[config.mk]
export PLATFORM = sky130hd
export DESIGN_NAME = cpu_68k_irq_ctrl
export DESIGN_NICKNAME = d
export VERILOG_FILES = /design/src/rtl/cpu_68k_irq_ctrl.sv
export SDC_FILE = /design/constraint.sdc
export NUM_CORES = 1
export LEC_CHECK = 0
export BUFFER_PORTS_ARGS = -buffer_cell sky130_fd_sc_hd__clkbuf_2
export CAP_MARGIN = 10
export CORE_AREA = 2 2 39 41
export DETAILED_ROUTE_END_ITERATION = 7
export DIE_AREA = 0 0 41 43
export PLACE_DENSITY = 0.63
export SLEW_MARGIN = 30
export SYNTH_ARGS = -nofsm -noshare
export SYNTH_HDL_FRONTEND = slang
export SYNTH_SLANG_ARGS = --single-unit
[constraint.sdc]
create_clock -name CLK_68KCLK -period 0.8 [get_ports CLK_68KCLK]
set_input_delay 0.16 -clock CLK_68KCLK [delete_from_list [all_inputs] [get_ports CLK_68KCLK]]
set_output_delay 0.16 -clock CLK_68KCLK [all_outputs]
set_load 0.01 [all_outputs]
[src/rtl/cpu_68k_irq_ctrl.sv]
// rtl/cpu_68k_irq_ctrl.sv - 68k interrupt priority encoder with pending latch, mask and autovector IACK FSM
//
// Optional feature macro: CPU_68K_IRQ_AUTOACK_EN
//   defined   : an IACK cycle clears the pending bit of the acknowledged level on entry
//   undefined : IACK cycles never touch pending; only ACK_WE clears
//
// Ports:
//   CLK_68KCLK    in   1        clock, rising edge
//   RESET         in   1        synchronous active-high reset
//   IRQ_IN        in   NUM_IRQ  rising-edge interrupt requests
//   ACK_WE        in   1        write-1-to-clear strobe for pending bits
//   ACK_DATA      in   NUM_IRQ  pending bits to clear
//   MASK_WE       in   1        enable mask load strobe
//   MASK_DATA     in   NUM_IRQ  new enable mask
//   nAS           in   1        68k address strobe, active low
//   FC            in   3        68k function code
//   M68K_ADDR_LO  in   3        68k A3..A1 (interrupt level during IACK)
//   nIPL          out  3        registered active-low priority level
//   nVPA          out  1        active-low autovector request
//   PENDING       out  NUM_IRQ  raw pending bits
module cpu_68k_irq_ctrl #(
  parameter int                   NUM_IRQ  = 3,
  parameter logic [NUM_IRQ-1:0]   MASK_RST = {NUM_IRQ{1'b1}}
) (
  input  logic               CLK_68KCLK,
  input  logic               RESET,
  input  logic [NUM_IRQ-1:0] IRQ_IN,
  input  logic               ACK_WE,
  input  logic [NUM_IRQ-1:0] ACK_DATA,
  input  logic               MASK_WE,
  input  logic [NUM_IRQ-1:0] MASK_DATA,
  input  logic               nAS,
  input  logic [2:0]         FC,
  input  logic [2:0]         M68K_ADDR_LO,
  output logic [2:0]         nIPL,
  output logic               nVPA,
  output logic [NUM_IRQ-1:0] PENDING
);

  typedef enum logic {ST_IDLE = 1'b0, ST_IACK = 1'b1} state_t;

  state_t             state_q, state_d;
  logic [NUM_IRQ-1:0] irq_q;
  logic [NUM_IRQ-1:0] pend_q;
  logic [NUM_IRQ-1:0] mask_q;
  logic [2:0]         nipl_q;
  logic [NUM_IRQ-1:0] irq_rise;
  logic [NUM_IRQ-1:0] clr;
  logic [2:0]         act_lvl;
  logic               iack_start;

  assign irq_rise   = IRQ_IN & ~irq_q;
  assign iack_start = (state_q == ST_IDLE) && (state_d == ST_IACK);

  // Clear sources; set is OR-ed in after the clear so a coincident edge wins.
  always_comb begin
    clr = ACK_WE ? ACK_DATA : '0;
`ifdef CPU_68K_IRQ_AUTOACK_EN
    // Levels 0 and > NUM_IRQ match no channel, so they clear nothing.
    for (int i = 0; i < NUM_IRQ; i++)
      if (iack_start && (M68K_ADDR_LO == 3'(i + 1))) clr[i] = 1'b1;
`endif
  end

`ifndef CPU_68K_IRQ_AUTOACK_EN
  logic unused_addr;
  assign unused_addr = ^{M68K_ADDR_LO, iack_start};
`endif

  // Highest enabled pending channel wins; level is channel index + 1.
  always_comb begin
    act_lvl = 3'd0;
    for (int i = 0; i < NUM_IRQ; i++)
      if (pend_q[i] && mask_q[i]) act_lvl = 3'(i + 1);
  end

  always_ff @(posedge CLK_68KCLK) begin
    if (RESET) begin
      irq_q  <= '0;
      pend_q <= '0;
      mask_q <= MASK_RST;
      nipl_q <= 3'b111;
    end else begin
      irq_q  <= IRQ_IN;
      pend_q <= (pend_q & ~clr) | irq_rise;
      if (MASK_WE) mask_q <= MASK_DATA;
      nipl_q <= ~act_lvl;
    end
  end

  // IACK FSM: state register
  always_ff @(posedge CLK_68KCLK) begin
    if (RESET) state_q <= ST_IDLE;
    else       state_q <= state_d;
  end

  // IACK FSM: next state
  always_comb begin
    state_d = state_q;
    case (state_q)
      ST_IDLE: if (!nAS && (FC == 3'b111)) state_d = ST_IACK;
      ST_IACK: if (nAS)                    state_d = ST_IDLE;
      default:                             state_d = ST_IDLE;
    endcase
  end

  // IACK FSM: outputs
  always_comb begin
    nVPA = 1'b1;
    if (state_q == ST_IACK) nVPA = 1'b0;
  end

  assign nIPL    = nipl_q;
  assign PENDING = pend_q;

endmodule

==> impl_metrics.tcl <==
set metrics [dict create \
    status "finished, violations left" \
    failed_checks "setup timing" \
    cts_sinks 12 \
    die_h_um 43 \
    finalWorstSetupSlack_ps -163 \
    synth-seq-cells 12 \
    dp_hpwl_um 666 \
    fillers 140 \
    multiInputGateArea_um2 179 \
    power.density_mw_per_mm2 1850 \
    rows 14 \
    critPathCaptureType "output pin" \
    gp_congestion 0.681 \
    rsz0062_at_grt "yes" \
    clock_path_buffers 2 \
    max_clock_freq_mhz 1040 \
    syn_inst 44 \
    place_area_um2 562 \
    track_usage_pct 11.7 \
    wl_um 898 \
    pre_cts_slack_ps 9.02 \
    antenna_found_initial 0 \
    vias 398 \
    layout_commonest_cell "clkbuf_2" \
    die_x_um 41 \
    drtPass1Iterations 4 \
    dr.first_iter.drc_count 1 \
    finalNetCount 94 \
    syn-num-nets 64 \
    report.final.slew_viol_count 0 \
    fin_util_pct 47.3 \
    overflow 0 \
    report.final.hold_viol_count 0 \
    setup_viol 8 \
    drv_cap 0 \
    vdd_drop_max_uv 799 \
    final_area_um2 654 \
    htree_num_levels 1 \
    insertedDiodeCount 0 \
    grt_max_degree 12 \
    finClkSkew_ps 1.51 \
    grt_pass1_vias 345 \
    clkPwrFrac_pct 29.3 \
    core-area_mm2 0.00138 \
    cts_buffers 3 \
    power.switching_uw 276 \
    p_sw_share_pct 22.7 \
    critPathRequiredTime_ps 640 \
    ys.warnings.count 0 \
    finalCritPeriodShare_pct 120 \
    clk_latency_ps 270 \
    final_layout_size_suffix_gt1_share_pct 59.7 \
    ios 27 \
    cp.arrival_ps 800 \
    p_leak_nw 0.315 \
    placement.io_buffers 22 \
    power_frac_seq_pct 54.1 \
    final-seq-area_um2 246 \
    syn_area_per_cell_um2 9.90 \
    cts.clk_slew.worst_paths_ps 70 \
    post_drt_wl_per_cell_um 10.2 \
    antenna_left 0 \
    fin_hold_ws_ps 51.7 \
    drc 0 \
    synthDistinctLibCells 15 \
    final_cell_mix "16 x clkbuf_2, 7 x dfxtp_1, 6 x nor2b_1, 6 x buf_6, 5 x dfxtp_2" \
    path_max_fanout 2 \
    area_growth_pct 50.3 \
    cts_tree "built" \
    ys_seq_area_share_pct 55.2 \
    dieArea_mm2 0.00176 \
    hold_buffers 0 \
    path_class "reg2out" \
    cts_root_buf "clkbuf_4" \
    grt_pass1_wl_mm 1.36 \
    via_per_inst 4.52 \
    synth_area_um2 435 \
    start_util_pct 31.5 \
    comb_power_share_pct 16.6 \
    period_minus_slack_ps 963 \
    cp-start-kind "flip-flop" \
    intPower_uw 937 \
    hold_class "in2reg" \
]
## per-stage QoR
step	std cells	TNS [ps]	power, mW
finish	88	-501	1.21
global route	88	-758	1.28
CTS	88	-594	1.21
detailed placement	82	0	0.825
global placement	82	0	0.820
floorplan	44	0	0.749
## metal layers
| metal | track usage (%) | up-vias | part of all wire [%] |
|---|---|---|---|
| li1 | - | 199 | - |
| met1 | 12.1 | 176 | 39 |
| met2 | 17.5 | 18 | 49 |
| met3 | 2.62 | 5 | 7.5 |
| met4 | 12.0 | 0 | 4.3 |
| met5 | 0 | - | 0 |
## flip-flops by register name (all words and copies together) (netlist names)
register / cells
PENDING: 3
irq_q: 3
mask_q: 3
nIPL: 2
state_q: 1
## critical path, cell delays in order (launching register included)
cell and delay, ps:
dfxtp_2 320, buf_6 110, buf_6 110
## synth_stat cells (all sizes together)
cell type | count | area [µm²]
a21oi | 3 | 15.0
dfxtp | 12 | 240
nor2 | 3 | 11.3
conb | 1 | 3.75
nand3 | 1 | 5.00
nand2 | 5 | 18.8
a31oi | 1 | 6.26
buf | 2 | 18.8
a21o | 2 | 17.5
nor3 | 1 | 5.00
and2b | 3 | 26.3
nor2b | 6 | 37.5
a211o | 3 | 26.3
inv | 1 | 3.75
## power by group through the flow
stage          Sequential, mW  Combinational (mW)  Clock (mW)
2_1_floorplan           0.674              0.0749           0
3_3_place_gp            0.665               0.155           0
3_5_place_dp            0.667               0.158           0
4_1_cts                 0.655               0.183       0.369
5_1_grt                 0.661               0.224       0.391
6_report                0.657               0.201       0.355
## area by class of cell
cell class                 count  area share (%)
clock buffer                   3            3.44
inverter                       1           0.574
multi-input combinational     29            27.3
sequential                    12            37.7
tap                           16            3.06
timing repair buffer          27            27.9
## worst paths after layout
| kind | depth (start not counted) | slack (ps) | start | end |
|---|---|---|---|---|
| worst max-delay path | 2 | -160 | PENDING[1] | PENDING[1] |
| worst min-delay path | 2 | 50 | nAS | state_q |
| worst max register to register | 4 | -10 | PENDING[1] | PENDING[1] |
| worst min register to register | 2 | 500 | mask_q[2] | nIPL[1] |
## logic make-up after synthesis
logic type / synth area share, %
and+or+nand+nor: 23.9
DFF: 55.2
AOI/OAI and AO/OA: 14.9
buffers and inverters: 5.17
other: 0.861
## timing repair
action | CTS | global route
endpoints found under the setup margin | 7 | 8
setup buffers | 3 | 0
resized for setup | 7 | 13
pin swaps | 1 | 0
(Power assumes the default switching activity.)
